`src/rtl/mem_ctrl_pkg.sv`:
```
// Shared definitions for the memory controller: FSM states, access widths,
// byte counts and the codebase's common constants.
package mem_ctrl_pkg;

    typedef enum logic [1:0] {
        IDLE   = 2'd0,
        IF_RD  = 2'd1,
        MEM_RD = 2'd2,
        MEM_WR = 2'd3
    } state_t;

    localparam logic [1:0] WIDTH_B = 2'b00;
    localparam logic [1:0] WIDTH_H = 2'b01;
    localparam logic [1:0] WIDTH_W = 2'b10;

    localparam logic [2:0] BYTES_B = 3'd1;
    localparam logic [2:0] BYTES_H = 3'd2;
    localparam logic [2:0] BYTES_W = 3'd4;

    localparam logic        Enable   = 1'b1;
    localparam logic        Disable  = 1'b0;
    localparam logic [31:0] ZeroWord = 32'h0000_0000;

    // Both 2'b10 and 2'b11 select a full word.
    function automatic logic [2:0] width_bytes(input logic [1:0] w);
        case (w)
            WIDTH_B: return BYTES_B;
            WIDTH_H: return BYTES_H;
            default: return BYTES_W;
        endcase
    endfunction

endpackage

```
`src/rtl/mem_ctrl.sv`:
```
// Single-port byte-wide RAM controller arbitrating icache refills against
// MEM-stage loads/stores (MEM has priority); all outputs are registered.
module mem_ctrl
    import mem_ctrl_pkg::*;
#(
    parameter int unsigned ADDR_WIDTH = 32
) (
    input  logic                  clk,
    input  logic                  rst,
    input  logic                  if_req,
    input  logic [ADDR_WIDTH-1:0] if_addr,
    input  logic                  if_cancel,
    output logic                  if_done,
    output logic [31:0]           if_inst,
    output logic                  icache_we,
    output logic [ADDR_WIDTH-1:0] icache_waddr,
    output logic [31:0]           icache_winst,
    input  logic                  mem_req,
    input  logic                  mem_we,
    input  logic [ADDR_WIDTH-1:0] mem_addr,
    input  logic [1:0]            mem_width,
    input  logic [31:0]           mem_wdata,
    output logic                  mem_done,
    output logic [31:0]           mem_rdata,
    output logic [ADDR_WIDTH-1:0] ram_a,
    output logic                  ram_wr,
    output logic [7:0]            ram_dout,
    input  logic [7:0]            ram_din,
    output logic                  busy
);

    state_t                state, state_nx;
    logic [2:0]            cnt, cnt_nx;
    logic [2:0]            nbytes, nbytes_nx;
    logic [ADDR_WIDTH-1:0] base, base_nx;
    logic [31:0]           wdata_q, wdata_nx;
    logic [31:0]           asm_q, asm_nx;

    logic                  if_done_nx, mem_done_nx, ram_wr_nx;
    logic [31:0]           if_inst_nx, mem_rdata_nx;
    logic [ADDR_WIDTH-1:0] icache_waddr_nx, ram_a_nx;
    logic [7:0]            ram_dout_nx;
    logic [1:0]            rd_lane, wr_lane;

    // cnt is the byte index driven this cycle; the byte returning now is cnt-1.
    assign rd_lane = cnt[1:0] - 2'd1;
    assign wr_lane = cnt[1:0] + 2'd1;

    assign icache_we    = if_done;
    assign icache_winst = if_inst;
    assign busy         = (state != IDLE);

    always_ff @(posedge clk) begin
        if (rst) begin
            state        <= IDLE;
            cnt          <= '0;
            nbytes       <= '0;
            base         <= '0;
            wdata_q      <= ZeroWord;
            asm_q        <= ZeroWord;
            if_done      <= Disable;
            if_inst      <= ZeroWord;
            icache_waddr <= '0;
            mem_done     <= Disable;
            mem_rdata    <= ZeroWord;
            ram_a        <= '0;
            ram_wr       <= Disable;
            ram_dout     <= '0;
        end else begin
            state        <= state_nx;
            cnt          <= cnt_nx;
            nbytes       <= nbytes_nx;
            base         <= base_nx;
            wdata_q      <= wdata_nx;
            asm_q        <= asm_nx;
            if_done      <= if_done_nx;
            if_inst      <= if_inst_nx;
            icache_waddr <= icache_waddr_nx;
            mem_done     <= mem_done_nx;
            mem_rdata    <= mem_rdata_nx;
            ram_a        <= ram_a_nx;
            ram_wr       <= ram_wr_nx;
            ram_dout     <= ram_dout_nx;
        end
    end

    always_comb begin
        state_nx        = state;
        cnt_nx          = cnt;
        nbytes_nx       = nbytes;
        base_nx         = base;
        wdata_nx        = wdata_q;
        asm_nx          = asm_q;
        if_done_nx      = Disable;
        if_inst_nx      = if_inst;
        icache_waddr_nx = icache_waddr;
        mem_done_nx     = Disable;
        mem_rdata_nx    = mem_rdata;
        ram_a_nx        = '0;
        ram_wr_nx       = Disable;
        ram_dout_nx     = '0;

        case (state)
            IDLE: begin
                // No grant while a done pulse is out, so requesters can drop req.
                if (!if_done && !mem_done) begin
                    if (mem_req) begin
                        base_nx   = mem_addr;
                        nbytes_nx = width_bytes(mem_width);
                        wdata_nx  = mem_wdata;
                        asm_nx    = ZeroWord;
                        cnt_nx    = '0;
                        ram_a_nx  = mem_addr;
                        if (mem_we) begin
                            state_nx    = MEM_WR;
                            ram_wr_nx   = Enable;
                            ram_dout_nx = mem_wdata[7:0];
                        end else begin
                            state_nx = MEM_RD;
                        end
                    end else if (if_req && !if_cancel) begin
                        base_nx   = if_addr;
                        nbytes_nx = BYTES_W;
                        asm_nx    = ZeroWord;
                        cnt_nx    = '0;
                        ram_a_nx  = if_addr;
                        state_nx  = IF_RD;
                    end
                end
            end

            IF_RD, MEM_RD: begin
                if (state == IF_RD && if_cancel) begin
                    state_nx = IDLE;
                    cnt_nx   = '0;
                end else begin
                    if (cnt != 3'd0)
                        asm_nx[{rd_lane, 3'b000} +: 8] = ram_din;
                    if (cnt + 3'd1 < nbytes)
                        ram_a_nx = base + ADDR_WIDTH'(cnt + 3'd1);
                    if (cnt == nbytes) begin
                        state_nx = IDLE;
                        cnt_nx   = '0;
                        if (state == IF_RD) begin
                            if_done_nx      = Enable;
                            if_inst_nx      = asm_nx;
                            icache_waddr_nx = base;
                        end else begin
                            mem_done_nx  = Enable;
                            mem_rdata_nx = asm_nx;
                        end
                    end else begin
                        cnt_nx = cnt + 3'd1;
                    end
                end
            end

            MEM_WR: begin
                if (cnt + 3'd1 < nbytes) begin
                    cnt_nx      = cnt + 3'd1;
                    ram_a_nx    = base + ADDR_WIDTH'(cnt + 3'd1);
                    ram_wr_nx   = Enable;
                    ram_dout_nx = wdata_q[{wr_lane, 3'b000} +: 8];
                end else begin
                    state_nx    = IDLE;
                    cnt_nx      = '0;
                    mem_done_nx = Enable;
                end
            end

            default: state_nx = IDLE;
        endcase
    end

endmodule

```
`config.mk`:
```
export PLATFORM = sky130hd
export DESIGN_NAME = mem_ctrl
export DESIGN_NICKNAME = d
export VERILOG_FILES = /design/src/rtl/mem_ctrl_pkg.sv /design/src/rtl/mem_ctrl.sv
export SDC_FILE = /design/constraint.sdc
export NUM_CORES = 1
export LEC_CHECK = 0
export CORE_MARGIN = 10
export CORE_UTILIZATION = 50
export DETAILED_ROUTE_END_ITERATION = 6
export PLACE_DENSITY_LB_ADDON = 0.1
export SYNTH_ARGS = -nofsm -noshare
export SYNTH_HDL_FRONTEND = slang
export SYNTH_SLANG_ARGS = --single-unit
export TNS_END_PERCENT = 10
```
`constraint.sdc`:
```
create_clock -name clk -period 3.49 [get_ports clk]
set_input_delay 0.8725 -clock clk [delete_from_list [all_inputs] [get_ports clk]]
set_output_delay 0.8725 -clock clk [all_outputs]
set_load 0.05 [all_outputs]
```
* Yosys cells after proc, flatten, opt, wreduce, memory -nomap -nowiden
Cells that the tools add are included.
Word-level totals: register bits after elaboration 243, bits of input ports 112, output and inout port bits 173, logic and storage cells 108
Operators by class: add/subtract/negate cells 6, magnitude comparators 1, eq/ne operators 10, shift operators 3, mux-type cells 49, bitwise gates (word level) 4, reductions and logical operators 21
Operators with widths (number):
- $mux W32 | 12
- $pmux W32 S3 | 1
- $pmux W32 S2 | 1
- $add A32 B4 Y32 | 1
- $bwmux W32 | 1
- $mux W8 | 4
- $shift A8 B7 Y32 const A | 1
- $shiftx A32 B6 Y8 | 1
- $shiftx A8 B7 Y32 | 1
- $mux W3 | 8
- $pmux W8 S2 | 1
- $reduce_and A4 Y1 | 4
- $mux W2 | 6
- $mux W1 | 10
- $pmux W3 S3 | 1
- $neg A5 Y7 | 1
- $ne A2 B2 Y1 const B | 3
- $ne A3 B3 Y1 const B | 2
- $pmux W2 S3 | 1
- $pmux W3 S2 | 1
- $reduce_and A3 Y1 | 2
- $reduce_bool A2 Y1 | 3
- $add A3 B1 Y4 const B | 1
- $eq A2 B1 Y1 const B | 2
- 15 further kinds | 25

* Depth between registers and ports, before layout
Gate-level depths: netlist of the first run.
depth after elaboration 7, depth in mapped cells 9, depth with buffers taken out 9

* Least setup slack after synthesis of the first run
Ideal clock, no wire load.
kind register to register, start point register cnt[0], end point register ram_a[11], library setup time 0.076 ns, arrival 2.299 ns, data required time 3.414 ns, slack 1.115 ns, stages on the path, launching flop included 10, buffers on the path 2, period minus slack after synthesis 2.375 ns, path through dfxtp_1 inv_1 ha_1 ha_1 a21oi_1 o211ai_1 or3_1 clkbuf_8 clkbuf_1 o22ai_1
On the way: longest elaborated chain between the ends 5, elaborated cells on any way between the ends 7, classes of those cells add/sub (3); order compare (1); mux (3)
RTL lines:
- start: declaration | RTL line mem_ctrl.sv:33 | logic [2:0] cnt, cnt_nx;
- start signal: assignment | RTL line mem_ctrl.sv:71 | cnt <= cnt_nx;
- $add A3 B1 Y4 / $add A3 B1 Y3 (equally long branches)
- $add A32 B4 Y32 / $lt A3 B3 Y1 (equally long branches)
- $mux W32 * | RTL line mem_ctrl.sv:139, mem_ctrl.sv:159
- $mux W32 | RTL line mem_ctrl.sv:133 | if (state == IF_RD && if_cancel) begin
- $pmux W32 S3 * | RTL line mem_ctrl.sv:103 | case (state)
- end signal: assignment | RTL line mem_ctrl.sv:81 | ram_a <= ram_a_nx;
- end: declaration | RTL line mem_ctrl.sv:25 | output logic [ADDR_WIDTH-1:0] ram_a,
Every way passes the cells marked *; elsewhere a longest branch is shown, timed or not. A chain may end at the register's enable or synchronous reset.

* Worst setup path after layout of the first run
start point register state[0], end point output port busy
On the way: longest elaborated chain between the ends 1
RTL lines:
- start: declaration | RTL line mem_ctrl.sv:32 | state_t state, state_nx;
- start signal: assignment | RTL line mem_ctrl.sv:70 | state <= state_nx;
- $reduce_bool A2 Y1 | RTL line mem_ctrl.sv:51 | assign busy = (state != IDLE);
- end: declaration | RTL line mem_ctrl.sv:29 | output logic busy
Every way passes these cells.

==> impl_metrics.env, run 1 <==
export IMPL_yosysSeqAreaShare_pct=47.5
export IMPL_post_drt_via_cell_ratio=5.42
export IMPL_rsz0062_at_grt="no"
export IMPL_power_uw=9430
export IMPL_path_delay_family="buffers and inverters"
export IMPL_worstMarginPinSlew_ps=1120
export IMPL_maxCapViolCount=0
export IMPL_critPathRequiredTime_ps=2620
export IMPL_ir_drop_mv=0.431
export IMPL_core_area_mm2=0.0202
export IMPL_worstSkewPairLatency_ps=510
export IMPL_endpoint_kind="output port"
export IMPL_grt_util_all_layers_pct=21.2
export IMPL_die_w_um=163
export IMPL_cts_path_max_buffers=3
export IMPL_slowest_stage="clkdlybuf4s50_1"
export IMPL_overflow=0
export IMPL_period_share_pct=94.6
export IMPL_start_util_pct=50.8
export IMPL_min_period_ps=3300
export IMPL_synth_area_mm2=0.0102
export IMPL_yosysMostFrequentCell="dfxtp_1"
export IMPL_worstSetupStartpointType="flop"
export IMPL_clock_skew_ps=14.4
export IMPL_synth_common_cells="dfxtp_1, nand2_1, nor2_1, a21oi_1, a211oi_1"
export IMPL_row_count=52
export IMPL_grt_pass1_wl_um=46900
export IMPL_multi_input_area_mm2=0.00467
export IMPL_finalSetupTns_ps=0
export IMPL_gp_congestion=0.853
export IMPL_ys_seq_elements=243
export IMPL_leakagePower_uw=0.00475
export IMPL_cts_root_buf="clkbuf_16"
export IMPL_post_cts_buffers=0
export IMPL_critPathKind="reg -> out"
export IMPL_synth_edf_count=0
export IMPL_synth_main_ff_cell="dfxtp_1"
export IMPL_avgSynthCellArea_um2=9.08
export IMPL_die_y_um=163
export IMPL_ant_nets=0
export IMPL_cp_max_fo=15
export IMPL_vias=8791
export IMPL_die_area_mm2=0.0266
export IMPL_async_flop_share_pct=0
export IMPL_drc=0
export IMPL_synth_top_area_share_pct=47.5
export IMPL_ctsHoldBuffers=0
export IMPL_antenna_found_initial=0
export IMPL_cpMostUsedCell="inv_1"
export IMPL_syn_num_nets=1259
export IMPL_cts_tree="yes"
export IMPL_yosysWarnings=0
export IMPL_post_dp_cell_area_mm2=0.0129
export IMPL_final_max_slew_viol_count=0
export IMPL_synthTopCellsByArea="dfxtp_1, a211oi_1, nand2_1"
export IMPL_h_tree_depth=1
export IMPL_postLayoutCoreUtil_pct=67.9
export IMPL_syn_inst=1129
export IMPL_wirelength_um=29400
export IMPL_crit_buf_inv=3
export IMPL_slew_headroom_pct=25.1
export IMPL_hold_path_class="reg -> reg"
export IMPL_ctsResizeCount=0
export IMPL_cp_arrival_ps=2430
export IMPL_crit_chain="inv_1 -> ha_1 -> inv_1 -> clkdlybuf4s50_1"
export IMPL_slowest_delay_ps=870
export IMPL_dr_pass1_iters=5
export IMPL_synth_cell_types=58
export IMPL_status="finished clean"
export IMPL_clock_sinks=243
export IMPL_grt_pass1_vias=8718
export IMPL_p_per_area_mw_per_mm2=688
export IMPL_hold_viol_final=0
export IMPL_setup_viol=0
export IMPL_drt_iter0_drc=465
export IMPL_cts_buffers=25
export IMPL_ff_latch_area_mm2=0.00486
export IMPL_antenna_cells=0
export IMPL_nets=1467
export IMPL_io_pins=285
export IMPL_wl_per_cell_um=18.1
export IMPL_port_buffer_count=284
export IMPL_fmax_mhz=303
export IMPL_area_growth_pct=33.7
export IMPL_final_area_mm2=0.0137
export IMPL_nFillCells=1651
export IMPL_final_layout_size_suffix_gt1_share_pct=6.36
export IMPL_place_detailed_hpwl_um=21200
export IMPL_synth_top_cell_by_area="dfxtp_1"
export IMPL_grt_max_degree=97
export IMPL_clk_pin_slew_ps=60
[state kept, by name (all words and copies together), names as in the netlist]
name	flops
icache_waddr	32
ram_dout	8
ram_wr	1
icache_winst	32
mem_done	1
base	32
state	2
asm_q	32
nbytes	3
wdata_q	32
icache_we	1
mem_rdata	32
ram_a	32
cnt	3
[power by group]
group | leakage (uW) | total [uW] | internal, uW | switching (uW)
registers | 0.00198 | 3530 | 3200 | 328
clock network | 0.000382 | 2590 | 1530 | 1060
logic | 0.00239 | 3320 | 1150 | 2160
total | 0.00475 | 9430 | 5880 | 3550
[logic make-up (layout without fill, tap and decap cells)]
group	Yosys count	after routing	share of synthesized area, %
adders and majority gates	18	18	2.27
muxes	39	39	4.79
xor gates and xnor gates	33	33	2.82
buffers and inverters	131	355	7.14
DFF	243	243	47.5
and+or+nand+nor	379	379	16.5
AOI/OAI and AO/OA	286	286	19.0
[worst register-to-register path, delay by kind of cell, from the launching register on]
kind                     cells  cell delay, ps
flip-flops                   1             520
AND/OR/NAND/NOR              2            1010
buffers and inverters        1             220
AO/OA/AOI/OAI                2             390
adder cells (fa/ha/maj)      2             630
[path summary, 6_finish.rpt]
kind	startpoint	to	slack, ps	depth (start not counted)
worst min-delay path	icache_waddr[19]$_SDFFE_PP0P_	icache_waddr[19]$_SDFFE_PP0P_	450	2
worst max register to register	cnt[0]$_SDFFE_PP0P_	ram_a[31]$_SDFF_PP0_	540	7
worst max-delay path	state[0]$_SDFFE_PP0P_	busy	190	4
worst min register to register	icache_waddr[19]$_SDFFE_PP0P_	icache_waddr[19]$_SDFFE_PP0P_	450	2
[cell type report]
type | instances | share of cell area, %
Tap cell | 270 | 2.47
Clock inverter | 8 | 0.694
Timing Repair Buffer | 300 | 21.9
Clock buffer | 35 | 5.06
Sequential cell | 243 | 35.5
Multi-Input combinational cell | 755 | 34.1
Inverter | 12 | 0.329
[per-stage QoR]
stage	hold slack, ps	instances	worst slack [ps]
floorplan	433	1129	1120
global placement	439	1580	447
detailed placement	446	1580	405
CTS	455	1623	159
global route	468	1623	47.6
finish	453	1623	187
[cell usage in the layout, fill, tap and decap left out, types with 8 or more instances in the layout]
| cell type | Yosys | layout |
|---|---|---|
| xnor2_1 | 19 | 19 |
| nand3_1 | 17 | 17 |
| ha_1 | 17 | 17 |
| o22ai_1 | 20 | 20 |
| mux2i_1 | 31 | 31 |
| a211oi_1 | 93 | 93 |
| buf_4 | 39 | 13 |
| mux4_2 | 8 | 8 |
| clkbuf_16 | 0 | 25 |
| a21oi_1 | 99 | 99 |
| nand2_1 | 154 | 154 |
| clkdlybuf4s50_1 | 0 | 282 |
| nor2_1 | 129 | 128 |
| inv_1 | 12 | 12 |
| a22oi_1 | 18 | 18 |
| nor3_1 | 26 | 26 |
| dfxtp_1 | 243 | 243 |
| xor2_1 | 14 | 14 |
| o2bb2ai_1 | 32 | 32 |
[routing by layer]
layer	wire length, um	up-vias	global-route usage [%]
met5	0	-	0
met4	495	0	4.51
met3	2440	39	6.19
met2	14300	261	36.0
met1	12200	4105	26.0
li1	-	4386	-
Power figures use the tool's default switching activity.
==> run 2, diff against run 1 <==
--- a/config.mk
+++ b/config.mk
@@ -5,6 +5,7 @@
 export SDC_FILE = /design/constraint.sdc
 export NUM_CORES = 1
 export LEC_CHECK = 0
+export CAP_MARGIN = 30
 export CORE_MARGIN = 10
 export CORE_UTILIZATION = 50
 export DETAILED_ROUTE_END_ITERATION = 6
==> run 2 against run 1 <==
- critical path depth unchanged
- sequential power about the same
- routed wire length increased by 0.56%
- die area unchanged
- total power increased by 0.76%
- critical endpoint unchanged
- cell count increased by 0.43%
==> impl_metrics.env, run 2 (synthesis results as in run 1) <==
export IMPL_final_max_slew_viol_count=0
export IMPL_cp_arrival_ps=2410
export IMPL_clock_sinks=243
export IMPL_sw_frac_of_total_pct=37.6
export IMPL_hold_viol_final=0
export IMPL_hold_ws_ps=453
export IMPL_rsz0062_at_grt="no"
export IMPL_grt_max_degree=97
export IMPL_endpoint_kind="output port"
export IMPL_wl_per_cell_um=18.1
export IMPL_drc=0
export IMPL_min_period_ps=3280
export IMPL_ir_drop_mv=0.411
export IMPL_clock_skew_ps=13.9
export IMPL_cts_path_max_buffers=3
export IMPL_cts_buffers=26
export IMPL_wirelength_um=29600
export IMPL_p_per_area_mw_per_mm2=688
export IMPL_worstSetupStartpointType="flop"
export IMPL_ctsResizeCount=0
export IMPL_status="finished clean"
export IMPL_place_detailed_hpwl_um=21300
export IMPL_final_layout_size_suffix_gt1_share_pct=6.70
export IMPL_layout_common_cells="clkdlybuf4s50_1, dfxtp_1, nand2_1"
export IMPL_h_tree_depth=1
export IMPL_slew_headroom_pct=47.0
export IMPL_overflow=0
export IMPL_cp_max_fo=15
export IMPL_clk_pin_slew_ps=60
export IMPL_critPathRequiredTime_ps=2620
export IMPL_die_y_um=163
export IMPL_period_share_pct=94.0
export IMPL_port_buffer_count=284
export IMPL_nets=1470
export IMPL_post_cts_buffers=0
export IMPL_leakagePower_uw=0.00481
export IMPL_comb_power_share_pct=35.0
export IMPL_worstSkewPairLatency_ps=520
export IMPL_finalSetupTns_ps=0
export IMPL_p_int_uw=5930
export IMPL_row_count=52
export IMPL_dr_pass1_iters=5
export IMPL_area_growth_pct=34.7
export IMPL_fmax_mhz=305
export IMPL_p_switching_uw=3570
export IMPL_nFillCells=1668
export IMPL_setup_viol=0
export IMPL_antenna_found_initial=1
export IMPL_cts_root_buf="clkbuf_16"
export IMPL_ctsHoldBuffers=0
export IMPL_grt_pass1_vias=8775
export IMPL_gp_congestion=0.853
export IMPL_core_area_mm2=0.0202
export IMPL_post_dp_cell_area_mm2=0.0129
export IMPL_vias=8851
export IMPL_die_w_um=163
export IMPL_critPathKind="reg -> out"
export IMPL_cts_tree="yes"
export IMPL_multi_input_area_mm2=0.00467
export IMPL_final_area_mm2=0.0138
export IMPL_power_share_clock_pct=27.9
export IMPL_io_pins=285
export IMPL_drt_iter0_drc=486
export IMPL_die_area_mm2=0.0266
export IMPL_ant_nets=0
export IMPL_grt_util_all_layers_pct=21.1
export IMPL_post_drt_via_cell_ratio=5.43
export IMPL_seq_power_share_pct=37.1
export IMPL_hold_path_class="reg -> reg"
export IMPL_layout_commonest_cell="clkdlybuf4s50_1"
export IMPL_start_util_pct=50.8
export IMPL_ff_latch_area_mm2=0.00486
export IMPL_grt_pass1_wl_um=46500
export IMPL_worstMarginPinSlew_ps=789
export IMPL_maxCapViolCount=0
run 2: changes by cell type in the layout (fill, tap and decap cells not counted), sizes merged:
cell	change
inv	+1
clkinvlp	-2
clkbuf	+7
bufinv	-2
buf	+2
diode	+1
run 2: cell type report:
type | instances | area share, %
well taps | 270 | 2.45
clock inverters | 5 | 0.227
inverters | 12 | 0.326
repair buffers | 302 | 22.1
diodes | 1 | 0.0181
clock buffers | 42 | 5.81
multi-input cells | 755 | 33.8
flip-flops and latches | 243 | 35.2
run 2: stage by stage:
| stage | util [%] | cells | power, uW | setup WS (ps) |
|---|---|---|---|---|
| 3_3_place_gp | 64.0 | 1580 | 6850 | 447 |
| 5_1_grt | 68.5 | 1630 | 9970 | 61.4 |
| 2_1_floorplan | - | 1129 | 5860 | 1120 |
| 4_1_cts | 68.3 | 1628 | 9560 | 196 |
| 3_5_place_dp | 64.2 | 1581 | 6910 | 550 |
| 6_report | 68.5 | 1630 | 9510 | 209 |
run 2: critical path, cell delays in order, from the launching register on:
cell	delay, ps
dfxtp_1	380
inv_1	80
ha_1	380
inv_1	190
clkdlybuf4s50_1	870
run 2: per-layer routing:
metal / up-vias / global-route usage (%) / share of wire, % / wire length (um)
met1: 4137 / 25.6 / 42 / 12400
met4: 0 / 5.74 / 2.2 / 664
met2: 272 / 35.4 / 48 / 14100
met3: 46 / 6.24 / 8.0 / 2360
met5: - / 0 / 0 / 0
li1: 4396 / - / - / -
run 2: power groups by stage:
stage / logic (uW) / registers [uW] / clock network [uW]
detailed placement: 3320 / 3590 / 0
global placement: 3280 / 3570 / 0
floorplan: 1490 / 4370 / 0
global route: 3580 / 3590 / 2810
finish: 3320 / 3530 / 2650
CTS: 3340 / 3530 / 2690
run 2: path summary, 6_finish.rpt:
kind	from	end	slack (ps)	cells after the start
worst max register to register	cnt[0]$_SDFFE_PP0P_	mem_rdata[25]$_SDFFE_PP0P_	790	6
worst min-delay path	wdata_q[4]$_SDFFE_PP0P_	wdata_q[4]$_SDFFE_PP0P_	450	2
worst max-delay path	state[0]$_SDFFE_PP0P_	busy	210	4
worst min register to register	wdata_q[4]$_SDFFE_PP0P_	wdata_q[4]$_SDFFE_PP0P_	450	2
==> run 3, diff against run 2 <==
--- a/config.mk
+++ b/config.mk
@@ -8,8 +8,10 @@
 export CAP_MARGIN = 30
 export CORE_MARGIN = 10
 export CORE_UTILIZATION = 50
+export CTS_CLUSTER_SIZE = 20
 export DETAILED_ROUTE_END_ITERATION = 6
 export PLACE_DENSITY_LB_ADDON = 0.1
+export REMOVE_ABC_BUFFERS = 1
 export SYNTH_ARGS = -nofsm -noshare
 export SYNTH_HDL_FRONTEND = slang
 export SYNTH_SLANG_ARGS = --single-unit
==> run 3 against run 2 <==
- largest power group unchanged
- combinational power about the same
- clock skew decreased by 5.8 ps
- sequential share of layout area about the same
- global-route usage increased by 0.20 points
- fmax increased by 0.13%
==> impl_metrics.env, run 3 (synthesis results as in run 1) <==
export IMPL_wirelength_um=29600
export IMPL_io_pins=285
export IMPL_finalSetupTns_ps=0
export IMPL_final_max_slew_viol_count=0
export IMPL_cp_arrival_ps=2400
export IMPL_timing_rr_end="ram_a[25]$_SDFF_PP0_"
export IMPL_post_drt_via_cell_ratio=5.44
export IMPL_fmax_mhz=305
export IMPL_period_share_pct=93.9
export IMPL_overflow=0
export IMPL_critPathRequiredTime_ps=2620
export IMPL_layout_commonest_cell="clkdlybuf4s50_1"
export IMPL_drt_iter0_drc=477
export IMPL_layout_common_cells="clkdlybuf4s50_1, dfxtp_1, nand2_1"
export IMPL_r2r_start="cnt[1]$_SDFFE_PP0P_"
export IMPL_dr_pass1_iters=7
export IMPL_ctsHoldBuffers=0
export IMPL_hold_end="wdata_q[10]$_SDFFE_PP0P_"
export IMPL_post_dp_cell_area_mm2=0.0129
export IMPL_cts_root_buf="clkbuf_16"
export IMPL_final_layout_size_suffix_gt1_share_pct=6.86
export IMPL_status="finished clean"
export IMPL_die_area_mm2=0.0266
export IMPL_clk_pin_slew_ps=60
export IMPL_ir_drop_mv=0.459
export IMPL_place_detailed_hpwl_um=21300
export IMPL_gp_congestion=0.893
export IMPL_h_tree_depth=1
export IMPL_cts_path_max_buffers=3
export IMPL_nFillCells=1667
export IMPL_antenna_cells=0
export IMPL_r2r_setup_slack_ps=790
export IMPL_critPathKind="reg -> out"
export IMPL_final_area_mm2=0.0138
export IMPL_hold_ws_ps=452
export IMPL_worstSkewPairLatency_ps=520
export IMPL_rr_worst_depth=8
export IMPL_cp_max_fo=15
export IMPL_rsz0062_at_grt="no"
export IMPL_antenna_found_initial=0
export IMPL_whs_path_depth=2
export IMPL_wl_per_cell_um=18.2
export IMPL_drc=0
export IMPL_endpoint_kind="output port"
export IMPL_grt_pass1_wl_um=46800
export IMPL_post_cts_buffers=0
export IMPL_hp_start="wdata_q[10]$_SDFFE_PP0P_"
export IMPL_maxCapViolCount=0
export IMPL_core_area_mm2=0.0202
export IMPL_grt_util_all_layers_pct=21.3
export IMPL_worstMarginPinSlew_ps=759
export IMPL_die_w_um=163
export IMPL_p_per_area_mw_per_mm2=695
export IMPL_row_count=52
export IMPL_area_growth_pct=34.7
export IMPL_clock_skew_ps=8.15
export IMPL_power_uw=9590
export IMPL_cts_buffers=26
export IMPL_ant_nets=0
export IMPL_slew_headroom_pct=49.0
export IMPL_start_util_pct=50.8
export IMPL_hold_path_class="reg -> reg"
export IMPL_vias=8847
export IMPL_port_buffer_count=284
export IMPL_cts_tree="yes"
export IMPL_setup_viol=0
export IMPL_worstSetupStartpointType="flop"
export IMPL_nets=1470
export IMPL_grt_pass1_vias=8845
export IMPL_clock_sinks=243
export IMPL_min_period_ps=3280
export IMPL_hold_viol_final=0
export IMPL_ctsResizeCount=0
export IMPL_grt_max_degree=66
export IMPL_die_y_um=163
export IMPL_leakagePower_uw=0.00482
run 3: layout make-up:
cell class / count / area [um2] / share of cell area [%]
clock buffer: 38 / 807 / 5.85
clock inverter: 5 / 57.6 / 0.417
tap: 270 / 338 / 2.45
sequential: 243 / 4860 / 35.2
timing repair buffer: 302 / 3020 / 21.9
inverter: 12 / 45.0 / 0.326
multi-input combinational: 755 / 4670 / 33.8
run 3: critical path, stage by stage, from the launching register on:
cell and delay, ps:
dfxtp_1 380, inv_1 80, ha_1 370, inv_1 180, clkdlybuf4s50_1 870
run 3: routing by layer:
metal  track usage [%]  up-vias  part of all wire (%)
li1                  -     4380                     -
met1              25.8     4151                    42
met2              36.4      282                    48
met3              6.22       34                   8.2
met5                 0        -                     0
met4              4.71        0                   1.6
run 3: per-stage QoR:
| step | worst slack [ps] | cells | utilization (%) |
|---|---|---|---|
| floorplan | 129 | 1010 | - |
| global placement | 510 | 1581 | 64.0 |
| detailed placement | 488 | 1582 | 64.2 |
| CTS | 190 | 1625 | 68.4 |
| global route | 124 | 1625 | 68.4 |
| finish | 214 | 1625 | 68.4 |
run 3: worst max path at each step:
stage | from | end | slack, ps | cells after the start
floorplan | cnt[0]$_SDFFE_PP0P_ | icache_winst[0]$_SDFFE_PP0P_ | 130 | 5
global placement | if_cancel | ram_a[31]$_SDFF_PP0_ | 510 | 5
detailed placement | if_req | asm_q[25]$_SDFFE_PP0P_ | 490 | 7
CTS | state[0]$_SDFFE_PP0P_ | busy | 190 | 4
global route | state[0]$_SDFFE_PP0P_ | busy | 120 | 4
finish | state[0]$_SDFFE_PP0P_ | busy | 210 | 4
run 3: where the power goes:
part / internal, uW / total [uW] / leakage [uW] / switching [uW]
sequential: 3200 / 3510 / 0.00198 / 311
combinational: 1150 / 3330 / 0.00240 / 2180
clock: 1660 / 2750 / 0.000430 / 1090
